$ cat config.mk
export PLATFORM = sky130hd
export DESIGN_NAME = multicycle_ctrl
export DESIGN_NICKNAME = d
export VERILOG_FILES = /design/src/rtl/ctrl_pkg.sv /design/src/rtl/cond_unit.sv /design/src/rtl/multicycle_ctrl.sv
export SDC_FILE = /design/constraint.sdc
export NUM_CORES = 1
export LEC_CHECK = 0
export BUFFER_PORTS_ARGS = -buffer_cell sky130_fd_sc_hd__buf_2
export CORE_MARGIN = 8
export CORE_UTILIZATION = 33
export CTS_BUF_LIST = sky130_fd_sc_hd__clkbuf_4 sky130_fd_sc_hd__clkbuf_8 sky130_fd_sc_hd__clkbuf_16
export DETAILED_ROUTE_END_ITERATION = 10
export PLACE_DENSITY = 0.69
export SKIP_CTS_REPAIR_TIMING = 1
export SYNTH_ARGS = -nofsm -noshare
export SYNTH_HDL_FRONTEND = slang
export SYNTH_SLANG_ARGS = --single-unit
export TNS_END_PERCENT = 10
$ cat constraint.sdc
create_clock -name clk -period 1.9 [get_ports clk]
set_clock_uncertainty 0.05 [all_clocks]
set_input_delay 0.095 -clock clk [delete_from_list [all_inputs] [get_ports clk]]
set_output_delay 0.095 -clock clk [all_outputs]
set_load 0.1 [all_outputs]
$ cat src/rtl/ctrl_pkg.sv
// Shared types and encodings for the multicycle ARM controller.
package ctrl_pkg;

  typedef enum logic [3:0] {
    StFetch,
    StDecode,
    StMemAdr,
    StMemRead,
    StMemWb,
    StMemWrite,
    StExecR,
    StExecI,
    StAluWb,
    StBranch,
    StFault
  } state_e;

  // ALU command encodings (Instr[24:21] for data-processing).
  localparam logic [3:0] AluAnd = 4'b0000;
  localparam logic [3:0] AluSub = 4'b0010;
  localparam logic [3:0] AluAdd = 4'b0100;
  localparam logic [3:0] AluCmp = 4'b1010;
  localparam logic [3:0] AluOrr = 4'b1100;

  // Instruction class, Instr[27:26].
  localparam logic [1:0] OpDp     = 2'b00;
  localparam logic [1:0] OpMem    = 2'b01;
  localparam logic [1:0] OpBranch = 2'b10;
  localparam logic [1:0] OpNop    = 2'b11;

  // Condition field, Instr[31:28].
  localparam logic [3:0] CondEq = 4'b0000;
  localparam logic [3:0] CondNe = 4'b0001;
  localparam logic [3:0] CondCs = 4'b0010;
  localparam logic [3:0] CondCc = 4'b0011;
  localparam logic [3:0] CondMi = 4'b0100;
  localparam logic [3:0] CondPl = 4'b0101;
  localparam logic [3:0] CondVs = 4'b0110;
  localparam logic [3:0] CondVc = 4'b0111;
  localparam logic [3:0] CondHi = 4'b1000;
  localparam logic [3:0] CondLs = 4'b1001;
  localparam logic [3:0] CondGe = 4'b1010;
  localparam logic [3:0] CondLt = 4'b1011;
  localparam logic [3:0] CondGt = 4'b1100;
  localparam logic [3:0] CondLe = 4'b1101;
  localparam logic [3:0] CondAl = 4'b1110;
  localparam logic [3:0] CondNv = 4'b1111;

  // Only arithmetic commands produce meaningful carry/overflow.
  function automatic logic alu_sets_cv(input logic [3:0] cmd);
    logic res;
    res = 1'b0;
    case (cmd)
      AluAdd, AluSub, AluCmp: res = 1'b1;
      AluAnd, AluOrr:         res = 1'b0;
      default:                res = 1'b0;
    endcase
    return res;
  endfunction

endpackage

$ cat src/rtl/cond_unit.sv
// Condition evaluation and NZCV next-value computation (combinational).
module cond_unit
  import ctrl_pkg::*;
(
  input  logic [3:0] cond_i,
  input  logic [3:0] flags_i,      // stored NZCV
  input  logic [3:0] alu_flags_i,  // NZCV from ALU this cycle
  input  logic       s_i,
  input  logic [3:0] cmd_i,
  output logic       pass_o,
  output logic       nz_we_o,
  output logic       cv_we_o,
  output logic [3:0] flags_next_o
);

  logic n, z, c, v;
  assign {n, z, c, v} = flags_i;

  // Standard ARM condition table; 1111 is treated as never.
  always_comb begin
    pass_o = 1'b0;
    unique case (cond_i)
      CondEq: pass_o = z;
      CondNe: pass_o = ~z;
      CondCs: pass_o = c;
      CondCc: pass_o = ~c;
      CondMi: pass_o = n;
      CondPl: pass_o = ~n;
      CondVs: pass_o = v;
      CondVc: pass_o = ~v;
      CondHi: pass_o = c & ~z;
      CondLs: pass_o = ~c | z;
      CondGe: pass_o = (n == v);
      CondLt: pass_o = (n != v);
      CondGt: pass_o = ~z & (n == v);
      CondLe: pass_o = z | (n != v);
      CondAl: pass_o = 1'b1;
      CondNv: pass_o = 1'b0;
    endcase
  end

  assign nz_we_o = s_i;
  assign cv_we_o = s_i & alu_sets_cv(cmd_i);

  // Merge new flag fields with the held ones according to the write enables.
  always_comb begin
    flags_next_o[3:2] = nz_we_o ? alu_flags_i[3:2] : flags_i[3:2];
    flags_next_o[1:0] = cv_we_o ? alu_flags_i[1:0] : flags_i[1:0];
  end

endmodule

$ cat src/rtl/multicycle_ctrl.sv
// Multicycle ARM controller: FSM, NZCV register and memory-wait watchdog.
// Optional feature: define CTRL_BYTE_EN to drive byte-lane enables for LDRB/STRB.
module multicycle_ctrl
  import ctrl_pkg::*;
#(
  parameter int unsigned ALUCTRL_W = 4,
  parameter int unsigned MAX_WAIT  = 15
) (
  input  logic                 clk,
  input  logic                 reset,
  input  logic [31:0]          Instr,
  input  logic [3:0]           ALUFlags,
  input  logic [1:0]           AdrLow,
  input  logic                 mem_ready,
  output logic                 mem_req,
  output logic                 PCWrite,
  output logic                 AdrSrc,
  output logic                 IRWrite,
  output logic                 RegWrite,
  output logic                 MemWrite,
  output logic                 ALUSrcA,
  output logic [1:0]           ALUSrcB,
  output logic [1:0]           ResultSrc,
  output logic [1:0]           ImmSrc,
  output logic [1:0]           RegSrc,
  output logic [ALUCTRL_W-1:0] ALUControl,
  output logic [3:0]           be,
  output logic                 bus_fault
);

  localparam logic [7:0] MaxWait = 8'(MAX_WAIT);

  state_e     state_q, state_d;
  logic [3:0] flags_q, flags_d;
  logic [7:0] wait_cnt_q, wait_cnt_d;

  logic [3:0] cond, cmd, flags_next, alu_cmd;
  logic [1:0] op;
  logic       cond_pass, bit_i, bit_s, bit_u, bit_l;

  assign cond  = Instr[31:28];
  assign op    = Instr[27:26];
  assign bit_i = Instr[25];
  assign cmd   = Instr[24:21];
  assign bit_u = Instr[23];
  assign bit_s = Instr[20];
  assign bit_l = Instr[20];

`ifdef CTRL_BYTE_EN
  logic unused_instr;
  assign unused_instr = ^Instr[19:0];
`else
  logic unused_instr;
  assign unused_instr = ^{Instr[19:0], AdrLow};
`endif

  cond_unit u_cond (
    .cond_i       (cond),
    .flags_i      (flags_q),
    .alu_flags_i  (ALUFlags),
    .s_i          (bit_s),
    .cmd_i        (cmd),
    .pass_o       (cond_pass),
    .nz_we_o      (),
    .cv_we_o      (),
    .flags_next_o (flags_next)
  );

  // State, flags and watchdog registers; reset aborts any instruction in flight.
  always_ff @(posedge clk or negedge reset) begin
    if (!reset) begin
      state_q    <= StFetch;
      flags_q    <= 4'b0000;
      wait_cnt_q <= 8'd0;
    end else begin
      state_q    <= state_d;
      flags_q    <= flags_d;
      wait_cnt_q <= wait_cnt_d;
    end
  end

  // Flags commit only on the edge that ends ALUWB.
  always_comb begin
    flags_d = (state_q == StAluWb) ? flags_next : flags_q;
  end

  // Next-state, datapath strobes, watchdog and reset gating of all outputs.
  always_comb begin
    state_d    = state_q;
    wait_cnt_d = 8'd0;
    mem_req    = 1'b0;
    PCWrite    = 1'b0;
    AdrSrc     = 1'b0;
    IRWrite    = 1'b0;
    RegWrite   = 1'b0;
    MemWrite   = 1'b0;
    ALUSrcA    = 1'b0;
    ALUSrcB    = 2'b00;
    ResultSrc  = 2'b00;
    ImmSrc     = 2'b00;
    alu_cmd    = AluAnd;

    unique case (state_q)
      StFetch: begin
        mem_req   = 1'b1;
        ALUSrcA   = 1'b1;
        ALUSrcB   = 2'b10;
        alu_cmd   = AluAdd;
        ResultSrc = 2'b10;
        if (mem_ready) begin
          IRWrite = 1'b1;
          PCWrite = 1'b1;
          state_d = StDecode;
        end
      end
      StDecode: begin
        if (!cond_pass) begin
          state_d = StFetch;
        end else begin
          case (op)
            OpDp:     state_d = bit_i ? StExecI : StExecR;
            OpMem:    state_d = StMemAdr;
            OpBranch: state_d = StBranch;
            OpNop:    state_d = StFetch;
          endcase
        end
      end
      StExecR, StExecI: begin
        alu_cmd = cmd;
        ALUSrcB = (state_q == StExecI) ? 2'b01 : 2'b00;
        state_d = StAluWb;
      end
      StAluWb: begin
        // ALU inputs held so ALUFlags stay valid for the flag update.
        alu_cmd   = cmd;
        ALUSrcB   = bit_i ? 2'b01 : 2'b00;
        RegWrite  = (cmd != AluCmp);
        ResultSrc = 2'b00;
        state_d   = StFetch;
      end
      StMemAdr: begin
        alu_cmd = bit_u ? AluAdd : AluSub;
        ALUSrcB = 2'b01;
        ImmSrc  = 2'b01;
        state_d = bit_l ? StMemRead : StMemWrite;
      end
      StMemRead: begin
        mem_req = 1'b1;
        AdrSrc  = 1'b1;
        if (mem_ready) state_d = StMemWb;
      end
      StMemWrite: begin
        mem_req  = 1'b1;
        AdrSrc   = 1'b1;
        MemWrite = mem_ready;
        if (mem_ready) state_d = StFetch;
      end
      StMemWb: begin
        RegWrite  = 1'b1;
        ResultSrc = 2'b01;
        state_d   = StFetch;
      end
      StBranch: begin
        ImmSrc    = 2'b10;
        ALUSrcB   = 2'b01;
        alu_cmd   = AluAdd;
        ResultSrc = 2'b10;
        PCWrite   = 1'b1;
        state_d   = StFetch;
      end
      StFault: state_d = StFault;
      default: state_d = StFetch;
    endcase

    // Count consecutive stalled requests; reaching the limit parks in FAULT.
    if (mem_req && !mem_ready) begin
      wait_cnt_d = wait_cnt_q + 8'd1;
      if (wait_cnt_d == MaxWait) state_d = StFault;
    end

    RegSrc     = {(op == OpMem) & ~bit_l, (op == OpBranch)};
    ALUControl = ALUCTRL_W'(alu_cmd);
    be         = 4'hF;
`ifdef CTRL_BYTE_EN
    if (Instr[22] && (state_q inside {StMemRead, StMemWrite, StMemWb})) begin
      be = 4'b0001 << AdrLow;
    end
`endif

    if (!reset) begin
      mem_req    = 1'b0;
      PCWrite    = 1'b0;
      AdrSrc     = 1'b0;
      IRWrite    = 1'b0;
      RegWrite   = 1'b0;
      MemWrite   = 1'b0;
      ALUSrcA    = 1'b0;
      ALUSrcB    = 2'b00;
      ResultSrc  = 2'b00;
      ImmSrc     = 2'b00;
      RegSrc     = 2'b00;
      ALUControl = '0;
      be         = 4'h0;
    end
  end

  assign bus_fault = (state_q == StFault);

endmodule

# [Word-level counts from Yosys, hierarchy flattened]
# Index checks and enable logic that the tools add are counted.
# Widths: inputs -> output; s select.
[classes] n_addsub=1 n_mul=0 div_mod_pow=0 order_cmp=0 eq_ne=35 n_shift=0 n_mux=41 n_bitwise=11 reduce_logical=14
[ops] op="$eq 4x4->1 const B" count=12
[ops] op="$eq 4x3->1 const B" count=9
[ops] op="$mux 4" count=8
[ops] op="$pmux 4 s7" count=1
[ops] op="$eq 4x2->1 const B" count=5
[ops] op="$mux 1" count=17
[ops] op="$pmux 1 s16" count=1
[ops] op="$pmux 4 s4" count=1
[ops] op="$pmux 4 s3" count=1
[ops] op="$reduce_or 3->1" count=3
[ops] op="$add 8x1->8 const B" count=1
[ops] op="$eq 4x1->1 const B" count=2
[ops] op="$eq 8x4->1 const B" count=1
[ops] op="$logic_not 4->1" count=2
[ops] op="$mux 2" count=4
[ops] op="$mux 8" count=1
[ops] op="$pmux 2 s2" count=2
[ops] op="$pmux 2 s4" count=1
[ops] op="$reduce_or 2->1" count=4
[ops] op="$mux 3" count=2
[ops] op="$not 1->1" count=5
[ops] op="$and 1x1->1" count=4
[ops] op="$eq 2x2->1 const B" count=2
[ops] op="$ne 4x4->1 const B" count=1
[ops] op="9 further kinds" count=12
[totals] reg_bits=16 latch_bits=0 ramBits=0 rom_bits=0 in_bits=41 output_inout_bits=24 n_memories=0

# [Logic depth before layout (Yosys ltp)]
# Gate-level depths: netlist of the first run.
[depth] ltp_word=7 depth_mapped=6

# [By module]
# Synthesis of the first run repeated with hierarchy kept, for this count alone.
[unflattened] hier_cells=156 hier_area_um2=1321.3
[by_module_without_submodules] module="multicycle_ctrl" n_inst=1 cells_per_inst=129 area_each_um2=1121.1
[by_module_without_submodules] module="cond_unit" n_inst=1 cells_per_inst=27 area_each_um2=200.2

# [Least setup slack after synthesis of the first run]
# OpenSTA, ideal clock, no wires.
[synth_timing] path_type="register to output" from="reg state_q[2]" to="out PCWrite" t_arrival_ps=3895 slack_ps=-2140 stages_incl_launch_ff=6 cell_sequence="dfrtp_1 > buf_2 > nor2_1 > and3_1 > inv_1 > o21ai_0"
[synth_between] elab_chain_len=3
[synth_rtl] item="start, declared" line="multicycle_ctrl.sv:33" rtl="state_e state_q, state_d;"
[synth_rtl] item="start signal, assigned" line="multicycle_ctrl.sv:72" rtl="state_q <= StFetch;"
[synth_rtl] item="start signal, assigned" line="multicycle_ctrl.sv:76" rtl="state_q <= state_d;"
[synth_rtl] item="$eq 4x4->1 or $logic_not 4->1 (tied branches)" line="multicycle_ctrl.sv:103" rtl="unique case (state_q)"
[synth_rtl] item="$pmux 1 s2 (*)" line="multicycle_ctrl.sv:103"
[synth_rtl] item="$mux 1 (*)" line="multicycle_ctrl.sv:190" rtl="if (!reset) begin"
[synth_rtl] item="end, declared" line="multicycle_ctrl.sv:16" rtl="output logic PCWrite,"
# Every way passes the cells marked *; elsewhere a longest branch is shown, timed or not.

# [Worst setup path after layout of the first run]
[layout_timing] from="reg state_q[2]" to="out ALUControl[1]"
[layout_between] elab_chain_len=4
[layout_rtl] item="$eq 4x4->1, or another cell as far along" line="multicycle_ctrl.sv:103"
[layout_rtl] item="$reduce_or 3->1 (no line) or $reduce_or 2->1 (tied branches)"
[layout_rtl] item="$pmux 4 s3 (*)" line="multicycle_ctrl.sv:103"
[layout_rtl] item="$mux 4 (*)" line="multicycle_ctrl.sv:190"
[layout_rtl] item="end, declared" line="multicycle_ctrl.sv:26" rtl="output logic [ALUCTRL_W-1:0] ALUControl,"
# Marked as above.

==> flow_summary.ini, run 1 <==
[run_status]
status = finished, final reports clean

[clock_network]
tritoncts = built
cts-buffers-inserted = 3
htreeDepth = 1
cts_root_buf = clkbuf_8
path_clk_slew_ps = 60
cts_sinks = 16
clock_latency_ps = 240
cts.path.max_buffers = 2

[setup_path]
slowest_delay_ps = 440
cp-end-kind = output pin
r2r_setup_slack_ps = 100
crit_chain = buf_4 -> inv_1 -> o221ai_2 -> a211oi_4 -> buf_12
cp.arrival_ps = 1750
path_class = flip-flop to output pin
r2r-start = flags_q[3]$_DFFE_PN0P_
worstReg2RegEnd = state_q[2]$_DFF_PN0_
startpoint_type = flip-flop
cp.required_ps = 1750
worst-path-buf-inv = 3
r2r_cells = 5
crit_slowest_cell = dfrtp_2
crit_family = buffers and inverters
critical_path.max_fanout = 8

[finish]
area.growth.synth_to_final_pct = 45.7
fin_nets = 262
multiInputGateArea_um2 = 985
fill_cells = 404
ff_latch_area_um2 = 402
n_antenna_cell = 0
design_area_mm2 = 0.00209
drive_above_1_share = 0.378

[die]
die_area_mm2 = 0.00671
core_mm2 = 0.00426
die_width_um = 81.9
die_y_um = 81.9
initial_utilization = 0.336
num_rows = 24
ios = 65

[sta]
timing.final.crit_share = 0.996
fin_setup_tns_ps = 0
maxSlewHeadroom = 0.675
setup_viol = 0
grt_setup_unrepaired = yes
hold_violations = 0
fin_crit_ps = 1890
fmax_mhz = 528
worst_pin_slew_ps = 492
drv_slew = 0

[detailed_routing]
wl_per_cell_um = 14.1
postRouteAntennaNets = 0
drc_errors = 0
routed_wl_mm = 3.79
vias_per_cell = 5.27
first_pass_iters = 4
vias = 1418
dr.first_iter.drc_count = 52

[global_routing]
grt.overflow.total = 0
antenna_found_initial = 0
grt_util_all_layers = 0.112
grt_max_degree = 17
grt_pass1_vias = 1372
grt_pass1_wl_mm = 6.09

[logic_synthesis]
ys_async_sr_fraction = 1.00
yosysWarningCount = 0
synth.area.top_cells = dfrtp_1 28%, nor2_1 6.0%, xnor2_1 4.3%
synthXorXnorAreaFrac = 0.0672
post-synth-top-count-cell = nor2_1
synth_simple_gate_area_frac = 0.321
yosysTopAreaCell = dfrtp_1
synth_common_cells = 23 x nor2_1, 16 x dfrtp_1, 12 x inv_1
synthAdderAreaFrac = 0.0175
synthDistinctLibCells = 53
synthFlopType = dfrtp_1
syn_inst = 174
seq_area_frac_synth = 0.279
synth_fp_nets = 217
syn_avg_cell_area_um2 = 8.23
synth_edf_count = 0
synth_top_area_share = 0.279
ys_ff_latch = 16
synth_compound_area_frac = 0.174
synth_top_family_by_area = simple AND/OR/NAND/NOR gates
netlist_area_mm2 = 0.00143
muxShareOfSynthArea = 0.0524

[power]
p_int_mw = 1.39
p_total_mw = 3.06
switchingPower_mw = 1.67
power_density_mw_per_mm2 = 1470
power.share.clock = 0.079
p_seq_frac = 0.170
vdd_drop_max_v = 0.000732
p_leak_nw = 0.905
swShare = 0.547
p_comb_frac = 0.751

[hold_path]
hp-start = ALUFlags[1]
hold_path_class = input port to flip-flop
min_path_cells = 2
min_to = flags_q[1]$_DFFE_PN0P_

[placement]
portBuffers = 42
place_congestion = 0.851
dpl.hpwl_mm = 3.00
dpl_cell_area_mm2 = 0.00200

[job]
maxCapViolations = 0
placed cells by master (no fill, tap or decap), drive strengths merged, types with 4 or more instances in the layout:
master	count
xor2	4
xnor2	7
nor3	9
mux2	4
dfrtp	16
nand3	6
o21ai	8
a21oi	4
nand4	4
buf	50
and3	7
and2	4
inv	12
nor2b	5
nand2	9
nor4b	4
nor2	24
kinds of logic after synthesis:
group	after synthesis
AO/OA/AOI/OAI	31
XOR/XNOR	11
adder cells (fa/ha/maj)	2
buffers and inverters	24
flip-flops	16
multiplexers	7
AND/OR/NAND/NOR	83
worst max path at each step:
stage | slack (ps) | start | endpoint | cells past startpoint
after floorplan | -510 | state_q[2]$_DFF_PN0_ | ALUControl[0] | 5
after global placement | 170 | state_q[0]$_DFF_PN0_ | state_q[2]$_DFF_PN0_ | 6
after detailed placement | 120 | flags_q[0]$_DFFE_PN0P_ | state_q[3]$_DFF_PN0_ | 5
after CTS | -90 | state_q[2]$_DFF_PN0_ | ALUControl[1] | 5
after global routing | -100 | state_q[2]$_DFF_PN0_ | ALUSrcB[0] | 7
final | 7 | state_q[2]$_DFF_PN0_ | ALUControl[1] | 5
state kept, by name (all words and copies together), names as in the netlist:
signal      flops
wait_cnt_q      8
flags_q         4
state_q         4
layer usage:
layer	share of wire	GRT usage	wire length (µm)
met5	0	0	0
met4	0.016	0.0456	59
met3	0.060	0.0197	227
met2	0.47	0.193	1790
met1	0.45	0.133	1710
stage by stage:
step / setup WS [ps] / instances / util / hold slack, ps
final: 7.15 / 269 / 0.489 / 15.9
after floorplan: -512 / 174 / - / -251
after CTS: -88.2 / 267 / 0.478 / -323
after global placement: 169 / 264 / 0.469 / -61.6
after global routing: -95.1 / 269 / 0.489 / 20.5
after detailed placement: 116 / 264 / 0.469 / -59.6
final cells by class:
| class | count | area share |
|---|---|---|
| well taps | 52 | 0.0312 |
| inverters | 12 | 0.0216 |
| repair buffers | 52 | 0.263 |
| clock buffers | 3 | 0.0198 |
| multi-input cells | 134 | 0.472 |
| flip-flops and latches | 16 | 0.192 |
power groups by stage:
stage | Combinational [mW] | Clock, mW | Sequential, mW
final | 2.30 | 0.242 | 0.521
after global routing | 2.41 | 0.270 | 0.533
after CTS | 2.27 | 0.256 | 0.512
after detailed placement | 2.26 | 0 | 0.519
after global placement | 2.25 | 0 | 0.514
after floorplan | 1.59 | 0 | 0.506
worst reg2reg max path: cells and delay by family (launching register included):
family,cells,cell delay (ps)
flops,1,400
compound gates,2,350
simple gates,2,540
xor+xnor,1,370
Note: power is estimated with default switching activity, not from simulation.
==> run 2, diff against run 1 <==
==> constraint.sdc (replaced) <==
create_clock -name clk -period 1.9 [get_ports clk]
set_clock_uncertainty 0.05 [all_clocks]
set_input_delay 0.38 -clock clk [delete_from_list [all_inputs] [get_ports clk]]
set_output_delay 0.38 -clock clk [all_outputs]
set_load 0.1 [all_outputs]
==> run 2 against run 1 <==
Effect of this change: largest power group unchanged; the flow now finishes with violations (setup timing); hold slack better by 34 ps; cell area rose by 18%; global-route usage increased by 0.53 points; combinational power increased by 17%; critical endpoint unchanged.
==> flow_summary.ini, run 2 (synthesis results as in run 1) <==
[power]
switchingPower_mw = 1.83
p_int_mw = 1.65
swShare = 0.526
p_leak_nw = 1.05
power_density_mw_per_mm2 = 1420
vdd_drop_max_v = 0.000675
power.share.clock = 0.071
p_seq_frac = 0.157
p_comb_frac = 0.772

[finish]
stdcell_count = 283
fin_nets = 276
multiInputGateArea_mm2 = 0.00112
largest_reg_flops = 8
final_common_cell = buf_12
fin_util = 0.576
reg.largest.list = wait_cnt_q (8), flags_q (4), state_q (4)
area.growth.synth_to_final_pct = 71.5
n_antenna_cell = 0
design_area_mm2 = 0.00246
fill_cells = 364
drive_above_1_share = 0.515
ff_latch_area_um2 = 403
final_cell_mix = 24 x buf_12, 18 x buf_2, 18 x buf_4, 15 x nor2_1, 14 x dfrtp_1
top_register = wait_cnt_q

[detailed_routing]
drc_errors = 0
wl_per_cell_um = 14.2
vias_per_cell = 5.32
postRouteAntennaNets = 0
first_pass_iters = 4
routed_wl_mm = 4.01
dr.first_iter.drc_count = 85
vias = 1505

[setup_path]
r2r_setup_slack_ps = 110
cp.arrival_ps = 1620
r2r_cells = 6
critical_path.max_fanout = 6
worstReg2RegEnd = flags_q[1]$_DFFE_PN0P_
path_class = flip-flop to output pin
cp-end-kind = output pin
r2r-start = state_q[3]$_DFF_PN0_
startpoint_type = flip-flop
cp.required_ps = 1470

[global_routing]
grt_util_all_layers = 0.117
grt_pass1_vias = 1466
grt.overflow.total = 0
grt_max_degree = 13
antenna_found_initial = 0
grt_pass1_wl_mm = 6.33

[sta]
worst_pin_slew_ps = 461
fmax_mhz = 487
setup_slack_ps = -152
grt_setup_unrepaired = yes
setup_viol = 13
drv_slew = 0
hold_ws_ps = 50.4
hold_violations = 0
maxSlewHeadroom = 0.691
timing.final.crit_share = 1.08
fin_crit_ps = 2050

[placement]
portBuffers = 42
pre_cts_slack_ps = -17.5
dpl_cell_area_mm2 = 0.00229
place_congestion = 0.834
dp.cells = 276
dpl.hpwl_mm = 3.26

[die]
initial_utilization = 0.336
ios = 65
die_y_um = 81.9
core_mm2 = 0.00426
die_width_um = 81.9
num_rows = 24
die_area_mm2 = 0.00671

[run_status]
violations = setup timing
status = finished with violations

[clock_network]
cts.path.max_buffers = 2
path_clk_slew_ps = 60
cts-buffers-inserted = 3
tritoncts = built
cts_root_buf = clkbuf_8
clock_latency_ps = 250
htreeDepth = 1
cts_sinks = 16

[job]
maxCapViolations = 0

[hold_path]
hold_path_class = input port to asynchronous set/reset pin
run 2: final cells by class:
cell class              count  area share
clock buffers               3      0.0168
inverters                  12      0.0204
multi-input cells         134       0.458
flip-flops and latches     16       0.164
well taps                  52      0.0265
repair buffers             66       0.315
run 2: worst max-delay path: stages (launching register included):
cell and delay, ps:
dfrtp_2 460, buf_6 150, nor2_4 150, o2bb2ai_2 120, a32oi_2 80, a211oi_4 210
buf_12 210
run 2: stage by stage:
| stage | TNS [ps] | power (mW) |
|---|---|---|
| 6_report | -1230 | 3.48 |
| 3_3_place_gp | 0 | 3.02 |
| 3_5_place_dp | -32.6 | 3.05 |
| 4_1_cts | -2280 | 3.30 |
| 5_1_grt | -2340 | 3.64 |
| 2_1_floorplan | -3260 | 2.24 |
run 2: worst max-delay path by stage:
stage / start / end / slack, ps / cells after the start
2_1_floorplan: state_q[3]$_DFF_PN0_ / ALUControl[1] / -360 / 6
3_3_place_gp: state_q[1]$_DFF_PN0_ / ALUControl[0] / 6 / 5
3_5_place_dp: state_q[1]$_DFF_PN0_ / ALUControl[0] / -20 / 5
4_1_cts: state_q[1]$_DFF_PN0_ / ALUControl[0] / -300 / 5
5_1_grt: state_q[3]$_DFF_PN0_ / ALUControl[1] / -230 / 7
6_report: state_q[1]$_DFF_PN0_ / ALUControl[1] / -150 / 6
run 2: per-layer routing:
layer,vias to the layer above,part of all wire,routed length [µm],GRT usage
met5,-,0,0,0
met4,0,0.017,69,0.0561
met3,7,0.080,322,0.0186
met2,56,0.49,1970,0.208
met1,709,0.41,1640,0.133
li1,733,-,-,-
run 2: power by group through the flow:
stage	Combinational [mW]	Clock (mW)	Sequential, mW
global route	2.81	0.276	0.560
detailed placement	2.52	0	0.529
floorplan	1.73	0	0.509
finish	2.69	0.248	0.546
CTS	2.52	0.260	0.523
global placement	2.49	0	0.527
==> run 3, diff against run 2 <==
--- a/config.mk
+++ b/config.mk
@@ -11,6 +11,7 @@
 export CTS_BUF_LIST = sky130_fd_sc_hd__clkbuf_4 sky130_fd_sc_hd__clkbuf_8 sky130_fd_sc_hd__clkbuf_16
 export DETAILED_ROUTE_END_ITERATION = 10
 export PLACE_DENSITY = 0.69
+export SETUP_SLACK_MARGIN = 0.5
 export SKIP_CTS_REPAIR_TIMING = 1
 export SYNTH_ARGS = -nofsm -noshare
 export SYNTH_HDL_FRONTEND = slang
==> run 3 against run 2 <==
Effect of this change: the flow still finishes with violations (setup timing); cell count is 0.35% higher; non-clock buffer count is 1 higher; die area stayed put; critical path type unchanged; largest cell class unchanged.
==> flow_summary.ini, run 3 (synthesis results as in run 1) <==
[finish]
top_register = wait_cnt_q
reg.largest.list = wait_cnt_q (8), flags_q (4), state_q (4)
largest_reg_flops = 8
fin_nets = 277
n_antenna_cell = 0
final_cell_mix = 25 x buf_12, 17 x buf_2, 14 x nor2_1, 14 x buf_4, 12 x dfrtp_1
final_common_cell = buf_12
fill_cells = 337
drive_above_1_share = 0.552
fin_util = 0.611
area.growth.synth_to_final_pct = 81.9

[die]
core_mm2 = 0.00426
die_y_um = 81.9
die_width_um = 81.9
num_rows = 24
ios = 65
die_area_mm2 = 0.00671
initial_utilization = 0.336

[sta]
fmax_mhz = 484
worst_pin_slew_ps = 458
grt_setup_unrepaired = yes
maxSlewHeadroom = 0.693
hold_ws_ps = 89.2
fin_crit_ps = 2060
timing.final.crit_share = 1.09
setup_slack_ps = -164
hold_violations = 0
drv_slew = 0
setup_viol = 15

[power]
switchingPower_mw = 1.91
p_total_mw = 3.63
p_int_mw = 1.72
power_density_mw_per_mm2 = 1390
p_leak_nw = 1.10
vdd_drop_max_v = 0.000739
p_seq_frac = 0.158
swShare = 0.525
power.share.clock = 0.069
p_comb_frac = 0.773

[global_routing]
busiest_layer = met2
grt_util_all_layers = 0.117
grtUsageMet2 = 0.208
grt_pass1_wl_mm = 6.33
antenna_found_initial = 0
grtUsageMet3 = 0.0186
grt_max_degree = 13
grt_pass1_vias = 1466
use_met1 = 0.133
grt.overflow.total = 0

[setup_path]
path_class = flip-flop to output pin
cp-end-kind = output pin
cp.required_ps = 1470
startpoint_type = flip-flop
critical_path.max_fanout = 5
cp.arrival_ps = 1630

[detailed_routing]
vias = 1524
vias_per_cell = 5.37
first_pass_iters = 4
postRouteAntennaNets = 0
drc_errors = 0
dr.first_iter.drc_count = 68
wl_per_cell_um = 15.3
routed_wl_mm = 4.35

[job]
maxCapViolations = 0

[placement]
dpl.hpwl_mm = 3.26
portBuffers = 42
place_congestion = 0.834

[clock_network]
cts_sinks = 16
htreeDepth = 1
tritoncts = built
cts.path.max_buffers = 2
cts-buffers-inserted = 3
cts_root_buf = clkbuf_8
path_clk_slew_ps = 60
clock_latency_ps = 250

[run_status]
violations = setup timing
status = finished with violations

[hold_path]
hold_path_class = input port to asynchronous set/reset pin
==> run 3: cell count changes in the layout (fill, tap and decap cells not counted), sizes merged <==
cell,change
dlygate4sd3,+1
==> run 3: layer usage <==
metal / part of all wire / vias to the layer above
met3: 0.068 / 9
met4: 0.020 / 0
met1: 0.40 / 729
met2: 0.51 / 50
li1: - / 736
met5: 0 / -
==> run 3: final cells by class <==
class / count / area (µm²) / share of cell area
Clock buffer: 3 / 41.3 / 0.0158
Inverter: 12 / 50.0 / 0.0192
Multi-Input combinational cell: 134 / 1220 / 0.470
Sequential cell: 16 / 405 / 0.156
Tap cell: 52 / 65.1 / 0.0250
Timing Repair Buffer: 67 / 821 / 0.315
==> run 3: path summary, 6_finish.rpt <==
kind / startpoint / end / slack (ps) / cells past startpoint
worst min-delay path: reset / state_q[0]$_DFF_PN0_ / 90 / 3
worst max register to register: state_q[3]$_DFF_PN0_ / flags_q[1]$_DFFE_PN0P_ / 60 / 6
worst max-delay path: state_q[3]$_DFF_PN0_ / ALUControl[1] / -160 / 7
min in group clk: ALUFlags[3] / flags_q[3]$_DFFE_PN0P_ / 310 / 2
max in group asynchronous: reset / wait_cnt_q[6]$_DFF_PN0_ / 1180 / 3
worst min register to register: wait_cnt_q[0]$_DFF_PN0_ / wait_cnt_q[0]$_DFF_PN0_ / 450 / 1
==> run 3: worst max-delay path, stage by stage, from the launching register on <==
cell,delay [ps]
dfrtp_1,460
buf_6,150
inv_4,40
nor2_4,130
o2bb2ai_2,120
a32oi_2,80
a211oi_4,210
buf_12,210
==> run 3: power by group through the flow <==
stage	clock network (mW)	logic [mW]	registers (mW)
2_1_floorplan	0	1.73	0.509
3_3_place_gp	0	2.49	0.527
3_5_place_dp	0	2.52	0.529
4_1_cts	0.260	2.52	0.523
5_1_grt	0.276	2.91	0.584
6_report	0.251	2.80	0.572
==> run 3: metrics by stage <==
| step | setup TNS [ps] | instances | setup slack, ps | area [µm²] |
|---|---|---|---|---|
| 6_report | -1350 | 284 | -164 | 2610 |
| 3_5_place_dp | -32.6 | 276 | -17.5 | 2290 |
| 3_3_place_gp | 0 | 276 | 5.99 | 2290 |
| 4_1_cts | -2280 | 279 | -305 | 2330 |
| 5_1_grt | -2460 | 284 | -234 | 2610 |
| 2_1_floorplan | -3260 | 174 | -360 | 1620 |
